===== src/rtl/present_host_master.sv =====
// Host-side initiator for the PRESENT tile nibble register bus.
// Loads key and plaintext, starts the engine, polls Ready and reads back the ciphertext.
module present_host_master #(
    parameter int READY_TIMEOUT = 4095
) (
    input  logic        Clk_ik,
    input  logic        Reset_ir,
    input  logic        Start_i,
    input  logic        KeyLoad_i,
    input  logic [63:0] PlainText_ib,
    input  logic [79:0] Key_ib,
    output logic [63:0] CipherText_ob,
    output logic        Busy_o,
    output logic        Done_o,
    output logic        Error_o,
    output logic [1:0]  Addr_ob,
    output logic [3:0]  Data_ob,
    input  logic [7:0]  Data_ib
);
    typedef enum logic [2:0] {IDLE, WR_KEY, WR_PT, START, POLL, RD_CT, DONE, ERR} state_t;

    localparam logic [11:0] TIMEOUT_LAST = 12'(READY_TIMEOUT - 1);

    state_t      r_state, w_state_nxt;
    logic [2:0]  r_phase, w_phase_nxt;
    logic [3:0]  r_idx, w_idx_nxt;
    logic [11:0] r_poll, w_poll_nxt;
    logic        r_seen_low, w_seen_low_nxt;
    logic [63:0] r_pt;
    logic [79:0] r_key;
    logic [3:0]  w_last_idx;
    logic [7:0]  w_slot_addr, w_slot_byte;
    logic        w_rd;
    logic [1:0]  w_addr_nxt;
    logic [3:0]  w_data_nxt;

    assign w_last_idx = (r_state == WR_KEY) ? 4'd9 : 4'd7;

    always_comb begin
        // NOTE: every combinational output is defaulted first so no path can infer a latch.
        w_state_nxt    = r_state;
        w_phase_nxt    = r_phase;
        w_idx_nxt      = r_idx;
        w_poll_nxt     = r_poll;
        w_seen_low_nxt = r_seen_low;
        case (r_state)
            IDLE: begin
                if (Start_i) begin
                    w_state_nxt = KeyLoad_i ? WR_KEY : WR_PT;
                    w_phase_nxt = 3'd0;
                    w_idx_nxt   = 4'd0;
                end
            end
            WR_KEY, WR_PT, RD_CT: begin
                w_phase_nxt = r_phase + 3'd1;
                if (r_phase == 3'd7) begin
                    w_idx_nxt = r_idx + 4'd1;
                    if (r_idx == w_last_idx) begin
                        w_idx_nxt   = 4'd0;
                        w_state_nxt = (r_state == WR_KEY) ? WR_PT :
                                      (r_state == WR_PT)  ? START : DONE;
                    end
                end
            end
            START: begin
                w_state_nxt    = POLL;
                w_poll_nxt     = 12'd0;
                w_seen_low_nxt = 1'b0;
            end
            POLL: begin
                w_poll_nxt = r_poll + 12'd1;
                // The first three poll cycles may still show Ready from the previous run.
                if (r_poll >= 12'd3) begin
                    if (Data_ib[0] && r_seen_low) w_state_nxt = RD_CT;
                    else if (!Data_ib[0])         w_seen_low_nxt = 1'b1;
                end
                if (w_state_nxt == POLL && r_poll == TIMEOUT_LAST) w_state_nxt = ERR;
            end
            default: w_state_nxt = IDLE;
        endcase
    end

    // Bus values are derived from the next slot position so the pins themselves are registered.
    assign w_rd        = (w_state_nxt == RD_CT);
    assign w_slot_addr = {(w_state_nxt == WR_KEY) ? 4'h1 : 4'h0, w_idx_nxt};
    assign w_slot_byte = (w_state_nxt == WR_KEY) ? r_key[{w_idx_nxt, 3'b000} +: 8]
                                                 : r_pt[{w_idx_nxt[2:0], 3'b000} +: 8];

    always_comb begin
        w_addr_nxt = 2'b00;
        w_data_nxt = 4'h0;
        case (w_state_nxt)
            WR_KEY, WR_PT, RD_CT: begin
                case (w_phase_nxt)
                    3'd0: begin w_addr_nxt = 2'b10; w_data_nxt = w_slot_addr[3:0]; end
                    3'd1: begin w_addr_nxt = 2'b11; w_data_nxt = w_slot_addr[7:4]; end
                    3'd2: begin w_addr_nxt = 2'b01; w_data_nxt = 4'b0001; end
                    3'd4: begin
                        w_addr_nxt = w_rd ? 2'b01   : 2'b10;
                        w_data_nxt = w_rd ? 4'b0010 : w_slot_byte[3:0];
                    end
                    3'd5: begin
                        w_addr_nxt = w_rd ? 2'b00 : 2'b11;
                        w_data_nxt = w_rd ? 4'h0  : w_slot_byte[7:4];
                    end
                    3'd6: begin
                        w_addr_nxt = w_rd ? 2'b10 : 2'b01;
                        w_data_nxt = w_rd ? w_slot_addr[3:0] : 4'b0100;
                    end
                    3'd7: begin
                        w_addr_nxt = w_rd ? 2'b10 : 2'b00;
                        w_data_nxt = w_rd ? w_slot_addr[3:0] : 4'h0;
                    end
                    default: ;
                endcase
            end
            START:   begin w_addr_nxt = 2'b01; w_data_nxt = 4'b1000; end
            default: ;
        endcase
    end

    always_ff @(posedge Clk_ik or posedge Reset_ir) begin
        if (Reset_ir) begin
            r_state       <= IDLE;
            r_phase       <= 3'd0;
            r_idx         <= 4'd0;
            r_poll        <= 12'd0;
            r_seen_low    <= 1'b0;
            Addr_ob       <= 2'b00;
            Data_ob       <= 4'h0;
            CipherText_ob <= 64'h0;
            Busy_o        <= 1'b0;
            Done_o        <= 1'b0;
            Error_o       <= 1'b0;
        end else begin
            // NOTE: clocked state uses non-blocking assignments so every register sees pre-edge values.
            r_state    <= w_state_nxt;
            r_phase    <= w_phase_nxt;
            r_idx      <= w_idx_nxt;
            r_poll     <= w_poll_nxt;
            r_seen_low <= w_seen_low_nxt;
            Addr_ob    <= w_addr_nxt;
            Data_ob    <= w_data_nxt;
            Busy_o     <= w_state_nxt inside {WR_KEY, WR_PT, START, POLL, RD_CT};
            Done_o     <= (w_state_nxt == DONE);
            if (r_state == IDLE && Start_i) Error_o <= 1'b0;
            else if (w_state_nxt == ERR)    Error_o <= 1'b1;
            if (r_state == RD_CT && r_phase == 3'd7)
                CipherText_ob[{r_idx[2:0], 3'b000} +: 8] <= Data_ib;
        end
    end

    // NOTE: payload registers carry no reset; they are always loaded before being driven onto the bus.
    always_ff @(posedge Clk_ik) begin
        if (r_state == IDLE && Start_i) begin
            r_pt  <= PlainText_ib;
            r_key <= Key_ib;
        end
    end
endmodule


===== config.mk =====
export PLATFORM = sky130hd
export DESIGN_NAME = present_host_master
export DESIGN_NICKNAME = d
export VERILOG_FILES = /design/src/rtl/present_host_master.sv
export SDC_FILE = /design/constraint.sdc
export NUM_CORES = 1
export LEC_CHECK = 0
export ABC_AREA = 1
export CORE_UTILIZATION = 55
export CTS_CLUSTER_DIAMETER = 150
export DETAILED_ROUTE_END_ITERATION = 16
export PLACE_DENSITY = 0.84
export SLEW_MARGIN = 20
export SYNTH_ARGS = -nofsm -noshare
export SYNTH_HDL_FRONTEND = slang
export SYNTH_SLANG_ARGS = --single-unit

===== constraint.sdc =====
create_clock -name Clk_ik -period 27.3 [get_ports Clk_ik]
set_clock_uncertainty 0.2 [all_clocks]
set_input_delay 8.19 -clock Clk_ik [delete_from_list [all_inputs] [get_ports Clk_ik]]
set_output_delay 8.19 -clock Clk_ik [all_outputs]
set_load 0.005 [all_outputs]

Word level (Yosys, flattened, before mapping)
Index checks and enable logic that the tools add are counted.
{"block": "word_totals", "out_inout_bits": 73, "in_bits": 156, "wordCells": 99, "reg_bits": 240}
{"block": "op_classes", "n_shift": 4, "n_reduce_logical": 12, "eq_ne": 25, "n_addsub": 4, "muxes": 40, "magnitude_cmp": 1}
{"operator": "$shiftx 80x8->8", "n": 1}
{"operator": "$bwmux 64", "n": 1}
{"operator": "$shift 8x8->64 const A", "n": 1}
{"operator": "$shiftx 64x7->8", "n": 1}
{"operator": "$shiftx 8x8->64", "n": 1}
{"operator": "$eq 3x3->1 const B", "n": 12}
{"operator": "$mux 4", "n": 8}
{"operator": "$mux 3", "n": 10}
{"operator": "$pmux 4 s7", "n": 1}
{"operator": "$pmux 12 s2", "n": 1}
{"operator": "$pmux 4 s2", "n": 2}
{"operator": "$eq 3x2->1 const B", "n": 5}
{"operator": "$pmux 2 s7", "n": 1}
{"operator": "$add 12x1->12 const B", "n": 1}
{"operator": "$eq 12x12->1 const B", "n": 1}
{"operator": "$ge 12x2->1 const B", "n": 1}
{"operator": "$pmux 3 s4", "n": 1}
{"operator": "$mux 2", "n": 5}
{"operator": "$eq 3x1->1 const B", "n": 3}
{"operator": "$mux 8", "n": 1}
{"operator": "$neg 6->8", "n": 1}
{"operator": "$logic_not 3->1", "n": 2}
{"operator": "$mux 1", "n": 6}
{"operator": "$ne 2x2->1 const B", "n": 3}
{"operator": "11 further kinds", "n": 16}

Logic depth before layout (Yosys ltp)
Gate-level depths: netlist of the first run.
{"block": "depth", "word_depth": 13, "mapped_depth": 21, "mapped_depth_nobuf": 19}

Worst setup path after synthesis of the first run
No wires, ideal clock.
{"block": "synth_path", "path_type": "input to register", "startpoint": "in Start_i", "endpoint": "reg Data_ob[0]", "setup_time_ps": 113, "t_arrival_ps": 19244, "path_slack_ps": 7743, "t_required_ps": 26987, "cell_stages": 12, "path_buffers": 1, "cell_sequence": "inv_1 > nor3_1 > nand2_1 > nand2_1 > nor2_8 > nand3_4 > buf_6 > o22ai_1 > nor2_1 > nand3_1 > nand2_1 > inv_1"}
{"block": "synth_via", "elab_chain_len": 7, "elab_cells_between_ends": 28, "cone_classes": "10 x eq/ne; 2 x shift; 14 x mux; 2 x reduce/logical"}
{"element": "start: declaration", "line_no": "8", "source": "input logic Start_i,"}
{"element": "$mux 4 / $mux 3 (equally long branches)", "line_no": "48", "source": "if (Start_i) begin"}
{"element": "$pmux 4 s2 / $pmux 3 s4 (equally long branches)", "line_no": "46", "source": "case (r_state)"}
{"element": "$shiftx 80x8->8 (tied with other cells)", "line_no": "86", "source": "assign w_slot_byte = (w_state_nxt == WR_KEY) ? r_key[{w_idx_nxt, 3'b000} +: 8]"}
{"element": "$mux 8", "line_no": "86"}
{"element": "$mux 4, on equally long branches", "line_no": "104, 100"}
{"element": "$pmux 4 s7", "line_no": "94", "source": "case (w_phase_nxt)"}
{"element": "$pmux 4 s2 *", "line_no": "92", "source": "case (w_state_nxt)"}
{"element": "net w_data_nxt[0]", "line_no": "35", "source": "logic [3:0] w_data_nxt;"}
{"element": "end signal: assignment", "line_no": "143", "source": "Data_ob <= w_data_nxt;"}
{"element": "end: declaration", "line_no": "17", "source": "output logic [3:0] Data_ob,"}
The timed path passes the listed nets; every way through them passes the cells marked *.
A chain may end at the register's enable or synchronous reset.

Worst setup path in the final report of the first run
{"block": "layout_path", "startpoint": "in Start_i", "endpoint": "reg Data_ob[1]"}
{"block": "layout_via", "elab_chain_len": 7, "elab_cells_between_ends": 27, "cone_classes": "10 x eq/ne; 2 x shift; 13 x mux; 2 x reduce/logical"}
{"element": "$mux 4 / $mux 3 (equally long branches)", "line_no": "48"}
{"element": "$pmux 4 s2 / $pmux 3 s4 (equally long branches)", "line_no": "46"}
{"element": "$shiftx 80x8->8 (tied with other cells)", "line_no": "86"}
{"element": "$mux 8", "line_no": "86"}
{"element": "$mux 4, on equally long branches", "line_no": "104, 100"}
{"element": "$pmux 4 s7", "line_no": "94"}
{"element": "$pmux 4 s2 *", "line_no": "92"}
{"element": "net w_data_nxt[1]", "line_no": "35"}
Marks and branches as above.

==> results.json, run 1 <==
{
  "cp.required_ps": 27520,
  "syn_area_per_cell_sq_um": 9.98,
  "vias_per_cell": 5.33,
  "final_util": 0.739,
  "crit_type": "input port to flip-flop",
  "fin_crit_sh": 0.431,
  "maxCapViolCount": 0,
  "slew_viol_final": 0,
  "die_area_sq_um": 19900,
  "yosysTopAreaCellShare": 0.406,
  "placed_cells": 1524,
  "detail-route-antenna-nets": 0,
  "clock_sinks": 240,
  "synthArstFlopShare": 0.400,
  "run_status": "finished, final reports clean",
  "antennaDiodeCount": 0,
  "finalSetupViolations": 0,
  "fin_ws_ps": 15540,
  "worst-slew-pin-transition_ps": 1020,
  "cts_buffers": 25,
  "yosysMostFrequentCell": "nand2_1",
  "core_area_sq_um": 18800,
  "pre_cts_ws_ps": 15110,
  "post_cts_resized": 0,
  "gr-usage-all-layers": 0.255,
  "finalSetupTns_ps": 0,
  "drive_gt1_frac": 0.0749,
  "syn_nets": 1230,
  "hold_buffers": 0,
  "portBuffers": 228,
  "drt-initial-drc-count": 627,
  "clk_latency_ps": 520,
  "ys_types": 43,
  "htree_levels": 1,
  "die-height_um": 141,
  "hold_viol_final": 0,
  "dp_hpwl_um": 17900,
  "fp-row-count": 50,
  "grt_max_degree": 146,
  "min-delay-path-class": "flip-flop to flip-flop",
  "layout.cells.non_filler": 1569,
  "cts-root-buf": "clkbuf_16",
  "crit_fanout": 101,
  "clockBufferDepth": 3,
  "synth_warnings": 0,
  "fmaxAchievable_mhz": 85.1,
  "ys.flop_type": "edfxtp_1",
  "ys_ff_latch": 240,
  "start_util": 0.565,
  "start_kind": "input port",
  "antenna_found_initial": 0,
  "die_width_um": 141,
  "fin_crit_ps": 11760,
  "whs_ps": 283,
  "vias": 8355,
  "arrival_ps": 11970,
  "drc": 0,
  "final_nets": 1454,
  "grt_pass1_vias": 8136,
  "clkTransAtPathRegs_ps": 60,
  "ys_seq_area_frac": 0.632,
  "synth_area_leaders": "edfxtp_1 41%, dfrtp_1 23%, nand2_1 10%, nand3_1 4.5%, inv_1 3.8%",
  "postSynthCellCount": 1067,
  "synth_edf_count": 144,
  "wire_per_inst_um": 16.1,
  "postCtsSetupRepairBufs": 0,
  "grt_pass1_wl_um": 39900,
  "total_leakage_power_nw": 5.81,
  "syn-cell-area_sq_um": 10600,
  "io-pin-count": 229,
  "max_slew_margin": 0.321,
  "powerDensity_nw_per_um2": 94.4,
  "wl_um": 25300,
  "fillCellCount": 1254,
  "grt.overflow.total": 0,
  "cts_tree": "yes",
  "end_kind": "flip-flop",
  "peakVddDrop_mv": 0.0648,
  "rsz0062_at_grt": "no",
  "drtPass1Iterations": 5,
  "gp_congestion": 0.887,
  "ys_top_cells_by_count": "286 x nand2_1, 144 x edfxtp_1, 107 x inv_1",
  "area_growth_pct": 30.8,
  "yosys.area.top_type": "edfxtp_1"
}
kinds of logic (layout without fill, tap and decap cells):
| group | after synthesis | in the layout | synth area share |
|---|---|---|---|
| AND/OR/NAND/NOR | 550 | 550 | 0.234 |
| flip-flops | 240 | 240 | 0.632 |
| buffers and inverters | 151 | 393 | 0.0619 |
| AO/OA/AOI/OAI | 113 | 113 | 0.0581 |
| adder cells (fa/ha/maj) | 7 | 7 | 0.00823 |
| multiplexers | 4 | 4 | 0.00388 |
| XOR/XNOR | 2 | 2 | 0.00165 |
metal layers:
metal | track usage | wire [um] | vias up
met2 | 0.444 | 12700 | 414
met1 | 0.326 | 9950 | 3903
met3 | 0.0397 | 1970 | 56
li1 | - | - | 3982
met5 | 0 | 0 | -
met4 | 0.0870 | 667 | 0
power by group:
group	switching, mW	internal [mW]
Clock	0.135	0.211
Combinational	0.317	0.164
Sequential	0.0272	0.460
layout by cell type, fill, tap and decap left out, types with 2 or more instances in the layout:
cell type	count
a21oi_1	39
or2_0	7
o21ai_2	4
nor2_1	85
o22ai_1	4
or2_1	4
nand2_2	6
inv_2	10
mux2i_1	3
clkbuf_8	3
nor3_2	4
bufinv_16	3
edfxtp_1	144
clkinv_2	4
dfrtp_1	96
nand3_2	6
o21ai_0	51
clkinv_1	2
clkbuf_1	6
o211ai_1	4
clkbuf_16	26
nor3_1	9
nand3b_1	14
a31oi_1	2
inv_1	106
or2_2	12
nor2_2	4
clkdlybuf4s50_1	228
nand3_4	2
nand4_1	9
nand2_4	5
o21ai_1	5
nand2_1	285
nand3_1	95
ha_1	7
worst paths after layout:
check                                               from                       endpoint  slack, ps  cells after the start
setup / recovery                                 Start_i           Data_ob[1]$_DFF_PP0_      15540                     16
hold / removal             CipherText_ob[26]$_DFFE_PP0P_  CipherText_ob[26]$_DFFE_PP0P_        280                      2
setup reg to reg                    r_phase[0]$_DFF_PP0_           Data_ob[1]$_DFF_PP0_      23070                     17
hold reg to reg            CipherText_ob[26]$_DFFE_PP0P_  CipherText_ob[26]$_DFFE_PP0P_        280                      2
max in group asynchronous                       Reset_ir  CipherText_ob[11]$_DFFE_PP0P_      17900                      3
min in group asynchronous                       Reset_ir          r_poll[9]$_DFFE_PP0P_       7790                      2
critical path, cell delays in order:
cell and delay [ps]:
clkdlybuf4s50_1 420, inv_1 90, nand2_1 80, nand2_2 90
nand3_1 630, nand2_4 1030, inv_2 410, or2_2 390
nand3_1 80, nand3_1 80, nand3_1 90, nand2_1 80
nand2_1 80, nand3_1 70, nand2_1 60, inv_1 40
through the flow:
| step | power [mW] | instance area, sq um |
|---|---|---|
| finish | 1.31 | 13900 |
| global route | 1.39 | 13900 |
| CTS | 1.31 | 13900 |
| detailed placement | 0.966 | 13100 |
| global placement | 0.951 | 13100 |
| floorplan | 0.857 | 10600 |
final cells by class:
| type | count | area [sq um] | share of cell area |
|---|---|---|---|
| clock buffer | 35 | 714 | 0.0513 |
| clock inverter | 10 | 129 | 0.00926 |
| inverter | 118 | 449 | 0.0323 |
| multi-input combinational | 676 | 3270 | 0.235 |
| sequential | 240 | 6730 | 0.483 |
| tap | 260 | 325 | 0.0234 |
| timing repair buffer | 230 | 2310 | 0.166 |
registers in the layout, indices dropped and copies added (netlist names):
register       flops
Addr_ob            2
Busy_o             1
CipherText_ob     64
Data_ob            4
Done_o             1
Error_o            1
r_idx              4
r_key             80
r_phase            3
r_poll            12
r_pt              64
r_seen_low         1
r_state            3
Note: power is estimated with default switching activity, not from simulation.
==> run 2, diff against run 1 <==
--- a/config.mk
+++ b/config.mk
@@ -6,10 +6,10 @@
 export NUM_CORES = 1
 export LEC_CHECK = 0
 export ABC_AREA = 1
-export CORE_UTILIZATION = 55
+export CORE_UTILIZATION = 51
 export CTS_CLUSTER_DIAMETER = 150
 export DETAILED_ROUTE_END_ITERATION = 16
-export PLACE_DENSITY = 0.84
+export PLACE_DENSITY = 0.78
 export SLEW_MARGIN = 20
 export SYNTH_ARGS = -nofsm -noshare
 export SYNTH_HDL_FRONTEND = slang
==> constraint.sdc (replaced) <==
create_clock -name Clk_ik -period 10.92 [get_ports Clk_ik]
set_clock_uncertainty 0.2 [all_clocks]
set_input_delay 3.276 -clock Clk_ik [delete_from_list [all_inputs] [get_ports Clk_ik]]
set_output_delay 3.276 -clock Clk_ik [all_outputs]
set_load 0.005 [all_outputs]
==> run 2 against run 1 <==
Flip-flop and latch count is the same. Design area down 0.64%. Sequential share of layout area is 0.31 points higher. Critical path type unchanged. Critical endpoint is now Data_ob[0]$_DFF_PP0_. Largest cell class unchanged. Largest power group unchanged.
==> results.json, run 2 (synthesized netlist as in run 1, its figures left out) <==
{
  "run_status": "finished, final reports clean",
  "layout_common_cells": "285 x nand2_1, 228 x clkdlybuf4s50_1, 144 x edfxtp_1, 106 x inv_1, 96 x dfrtp_1",
  "reg2reg_to": "Data_ob[0]$_DFF_PP0_",
  "holdCritStartpoint": "CipherText_ob[4]$_DFFE_PP0P_",
  "maxCapViolCount": 0,
  "clockBufferDepth": 3,
  "worst-slew-pin-transition_ps": 986,
  "cpPeakStageDelay_ps": 1030,
  "final_design_area_no_fill_sq_um": 13800,
  "cpMostUsedCell": "nand3_1",
  "drt-initial-drc-count": 504,
  "multi_input_area_sq_um": 3280,
  "end_kind": "flip-flop",
  "seq_area_sq_um": 6730,
  "arrival_ps": 7010,
  "largest_reg_flops": 80,
  "regMostFlops": "r_key",
  "rsz0062_at_grt": "no",
  "powerDensity_nw_per_um2": 230,
  "reg_top3": "r_key: 80 flops, CipherText_ob: 64 flops, r_pt: 64 flops",
  "total_leakage_power_nw": 5.76,
  "final_util": 0.679,
  "gp_congestion": 0.850,
  "vias_per_cell": 5.25,
  "crit_fanout": 101,
  "wire_per_inst_um": 15.9,
  "io-pin-count": 229,
  "clock_sinks": 240,
  "min_path_cells": 2,
  "cts-root-buf": "clkbuf_16",
  "core_area_sq_um": 20400,
  "antenna_found_initial": 0,
  "antennaDiodeCount": 0,
  "wl_um": 25100,
  "vias": 8272,
  "dp_hpwl_um": 17900,
  "grt_pass1_wl_um": 39900,
  "finalSetupViolations": 0,
  "cp.required_ps": 11140,
  "grt_max_degree": 102,
  "detail-route-antenna-nets": 0,
  "fillCellCount": 1503,
  "grt.overflow.total": 0,
  "min_to": "CipherText_ob[4]$_DFFE_PP0P_",
  "hold_viol_final": 0,
  "gr-usage-all-layers": 0.235,
  "start_util": 0.523,
  "r2r_cells": 17,
  "final_common_cell": "nand2_1",
  "fin_crit_sh": 0.622,
  "drc": 0,
  "fp-row-count": 52,
  "crit_chain": "clkdlybuf4s50_1, inv_1, nand2_1, nand2_2, nand3_1, nand2_4, inv_2, or2_2, nand3_1, nand3_1, nand3_1, nand2_1, nand2_1, nand3_1, nand2_1, inv_1",
  "peakVddDrop_mv": 0.144,
  "cts_tree": "yes",
  "placed_area_sq_um": 13100,
  "post_cts_resized": 0,
  "drtPass1Iterations": 7,
  "fmaxAchievable_mhz": 147,
  "crit_type": "input port to flip-flop",
  "p_total_mw": 3.19,
  "max_slew_margin": 0.343,
  "clk_latency_ps": 520,
  "min-delay-path-class": "flip-flop to flip-flop",
  "start_kind": "input port",
  "area_growth_pct": 30.0,
  "postCtsSetupRepairBufs": 0,
  "die_area_sq_um": 21500,
  "drive_gt1_frac": 0.0750,
  "htree_levels": 1,
  "slowest_stage": "nand2_4",
  "clkTransAtPathRegs_ps": 60,
  "regToRegSetupSlack_ps": 6730,
  "final_nets": 1454,
  "r2r-start": "r_phase[0]$_DFF_PP0_",
  "die-height_um": 146,
  "die_width_um": 146,
  "slew_viol_final": 0,
  "portBuffers": 228,
  "fin_crit_ps": 6790,
  "finalSetupTns_ps": 0,
  "cts_buffers": 24,
  "hold_buffers": 0,
  "grt_pass1_vias": 7948
}
==> run 2: changes by cell type in the layout (fill, tap and decap cells not counted), sizes merged <==
cell,before,now
buf,2,3
bufinv,3,0
clkbuf,35,33
inv,117,119
==> run 2: power by group <==
part | total, mW | internal [mW] | switching (mW)
Combinational | 1.19 | 0.409 | 0.783
Clock | 0.777 | 0.436 | 0.341
Sequential | 1.22 | 1.15 | 0.0668
Total | 3.19 | 2.00 | 1.19
==> run 2: per-layer routing <==
layer / GRT usage / vias up / wire (um)
li1: - / 3981 / -
met1: 0.307 / 3852 / 10200
met2: 0.406 / 389 / 12400
met3: 0.0316 / 50 / 1790
met4: 0.0786 / 0 / 718
met5: 0 / - / 0
==> run 2: final cells by class <==
class                           instances  area share
Clock buffer                           33      0.0490
Tap cell                              270      0.0244
Inverter                              118      0.0325
Clock inverter                          9     0.00452
Multi-Input combinational cell        676       0.237
Sequential cell                       240       0.486
Timing Repair Buffer                  231       0.167
==> run 2: worst max-delay path: cells and delay by family <==
kind                   cells  cell delay [ps]
AND/OR/NAND/NOR           12             2690
buffers and inverters      4             1000
==> run 2: how the worst max path moves through the flow <==
stage | startpoint | end | cells after the start | slack [ps]
2_1_floorplan | Start_i | Data_ob[0]$_DFF_PP0_ | 12 | 550
3_3_place_gp | Start_i | Data_ob[1]$_DFF_PP0_ | 16 | 3750
3_5_place_dp | Start_i | Data_ob[1]$_DFF_PP0_ | 16 | 3600
4_1_cts | Start_i | Data_ob[1]$_DFF_PP0_ | 16 | 4140
5_1_grt | Start_i | Data_ob[1]$_DFF_PP0_ | 16 | 3840
6_report | Start_i | Data_ob[0]$_DFF_PP0_ | 16 | 4130
==> run 2: stage by stage <==
stage | cells | hold WS (ps) | setup slack [ps]
detailed placement | 1535 | 273 | 3600
floorplan | 1067 | 263 | 554
finish | 1577 | 284 | 4130
global placement | 1535 | 266 | 3750
global route | 1577 | 320 | 3840
CTS | 1577 | 288 | 4140
==> run 3, diff against run 2 <==
--- a/config.mk
+++ b/config.mk
@@ -6,10 +6,10 @@
 export NUM_CORES = 1
 export LEC_CHECK = 0
 export ABC_AREA = 1
-export CORE_UTILIZATION = 51
+export CORE_UTILIZATION = 46
 export CTS_CLUSTER_DIAMETER = 150
 export DETAILED_ROUTE_END_ITERATION = 16
-export PLACE_DENSITY = 0.78
+export PLACE_DENSITY = 0.74
 export SLEW_MARGIN = 20
 export SYNTH_ARGS = -nofsm -noshare
 export SYNTH_HDL_FRONTEND = slang
==> constraint.sdc (replaced) <==
create_clock -name Clk_ik -period 5.5 [get_ports Clk_ik]
set_clock_uncertainty 0.2 [all_clocks]
set_input_delay 1.65 -clock Clk_ik [delete_from_list [all_inputs] [get_ports Clk_ik]]
set_output_delay 1.65 -clock Clk_ik [all_outputs]
set_load 0.005 [all_outputs]
==> run 3 against run 2 <==
Flip-flop and latch count did not move. Worst hold slack about the same. Via count decreased by 1.3%. Utilization fell by 6.1 points. First-iteration DRC count up 1.2%. Die area increased by 11%. Sequential power grew 98%. Non-clock buffer count rose by 4. Sequential share of layout area is 0.55 points lower. Power is 100% higher. Critical path depth unchanged. Count of clock-buffer cells in the layout down 1. Critical path type unchanged. Critical endpoint is now Data_ob[1]$_DFF_PP0_. Largest cell class unchanged. Highest routed layer unchanged.
==> results.json, run 3 (synthesized netlist as in run 1, its figures left out) <==
{
  "run_status": "finished, final reports clean",
  "portBuffers": 228,
  "cts_tree": "yes",
  "pre_cts_ws_ps": 929,
  "r2r-start": "r_phase[0]$_DFF_PP0_",
  "crit_end": "Data_ob[1]$_DFF_PP0_",
  "regToRegSetupSlack_ps": 1660,
  "die_width_um": 154,
  "clkTransAtPathRegs_ps": 60,
  "cts-root-buf": "clkbuf_16",
  "rsz0062_at_grt": "no",
  "fin_ws_ps": 1470,
  "largest_reg_flops": 80,
  "min-delay-path-class": "flip-flop to flip-flop",
  "start_util": 0.470,
  "io-pin-count": 229,
  "finalSetupTns_ps": 0,
  "fmaxAchievable_mhz": 248,
  "reg2reg_to": "Data_ob[1]$_DFF_PP0_",
  "hold_viol_final": 0,
  "gr-usage-all-layers": 0.214,
  "grt_max_degree": 146,
  "crit_fanout": 64,
  "area_growth_pct": 31.5,
  "clock_sinks": 240,
  "post_cts_resized": 0,
  "drtPass1Iterations": 5,
  "placed_cells": 1554,
  "drt-initial-drc-count": 510,
  "clockBufferDepth": 3,
  "grt_pass1_wl_um": 40200,
  "postCtsSetupRepairBufs": 0,
  "cp.required_ps": 5720,
  "finalSetupViolations": 0,
  "cts_buffers": 25,
  "final_nets": 1459,
  "reg_top3": "r_key: 80 flops, CipherText_ob: 64 flops, r_pt: 64 flops",
  "fp-row-count": 55,
  "drc": 0,
  "clk_latency_ps": 530,
  "p_total_mw": 6.49,
  "vias": 8165,
  "die_area_sq_um": 23800,
  "start_kind": "input port",
  "core_area_sq_um": 22600,
  "powerDensity_nw_per_um2": 464,
  "layout.cells.non_filler": 1600,
  "grt_pass1_vias": 7800,
  "fin_crit_ps": 4030,
  "total_leakage_power_nw": 5.83,
  "crit_type": "input port to flip-flop",
  "grt.overflow.total": 0,
  "slew_viol_final": 0,
  "dp_hpwl_um": 18100,
  "peakVddDrop_mv": 0.300,
  "htree_levels": 1,
  "r2r_cells": 17,
  "detail-route-antenna-nets": 0,
  "vias_per_cell": 5.10,
  "maxCapViolCount": 0,
  "hold_buffers": 0,
  "fillCellCount": 1800,
  "critPathLaunch": "Start_i",
  "gp_congestion": 0.885,
  "antenna_found_initial": 0,
  "regMostFlops": "r_key",
  "worst-slew-pin-transition_ps": 851,
  "antennaDiodeCount": 0,
  "end_kind": "flip-flop",
  "wire_per_inst_um": 15.7,
  "wl_um": 25100,
  "max_slew_margin": 0.430,
  "fin_crit_sh": 0.732,
  "die-height_um": 154,
  "final_common_cell": "nand2_1",
  "drive_gt1_frac": 0.0829,
  "layout_common_cells": "285 x nand2_1, 228 x clkdlybuf4s50_1, 144 x edfxtp_1, 105 x inv_1, 96 x dfrtp_1",
  "arrival_ps": 4240
}
[run 3: cell count changes in the layout (fill, tap and decap cells not counted), moves of 2 or more]
cell / before / now
buf_4: 3 / 6
bufinv_16: 0 / 2
inv_6: 1 / 3
clkbuf_1: 4 / 2
[run 3: critical path, stage by stage]
cell and delay [ps]:
clkdlybuf4s50_1 510, inv_8 90, nand2_1 60, nand2_2 90, nand3_1 130, nand2_4 480, inv_2 340, or2_2 360
nand3_1 70, nand3_1 80, nand3_1 80, nand2_1 60, nand2_1 70, nand3_1 70, nand2_1 60, inv_1 30
[run 3: worst min path at each step]
stage | startpoint | end | slack, ps | cells past startpoint
6_report | CipherText_ob[11]$_DFFE_PP0P_ | CipherText_ob[11]$_DFFE_PP0P_ | 280 | 2
5_1_grt | CipherText_ob[21]$_DFFE_PP0P_ | CipherText_ob[21]$_DFFE_PP0P_ | 310 | 2
4_1_cts | CipherText_ob[20]$_DFFE_PP0P_ | CipherText_ob[20]$_DFFE_PP0P_ | 290 | 2
3_5_place_dp | CipherText_ob[20]$_DFFE_PP0P_ | CipherText_ob[20]$_DFFE_PP0P_ | 270 | 2
3_3_place_gp | CipherText_ob[3]$_DFFE_PP0P_ | CipherText_ob[3]$_DFFE_PP0P_ | 270 | 2
2_1_floorplan | r_poll[10]$_DFFE_PP0P_ | r_poll[10]$_DFFE_PP0P_ | 260 | 1
[run 3: report_power, final]
part           internal (mW)  switching, mW
clock                  0.989          0.708
combinational          0.826           1.54
sequential              2.28          0.139
total                   4.10           2.39
[run 3: per-layer routing]
layer,vias to the layer above,share of wire,track usage
met2,316,0.46,0.345
met4,0,0.027,0.0700
met3,50,0.065,0.0352
li1,4000,-,-
met5,-,0,0
met1,3799,0.45,0.297
[run 3: cell type report]
class                   count  area [sq um]  share of cell area
flip-flops and latches    240          6730               0.481
multi-input cells         676          3280               0.234
repair buffers            235          2350               0.168
clock buffers              32           689              0.0493
inverters                 118           457              0.0326
well taps                 285           357              0.0255
clock inverters            14           140              0.0100
[run 3: metrics by stage]
step	hold slack [ps]	instance area [sq um]	utilization
floorplan	263	10700	-
global placement	267	13200	0.581
detailed placement	273	13200	0.581
CTS	288	14000	0.618
global route	313	14000	0.618
finish	284	14000	0.618
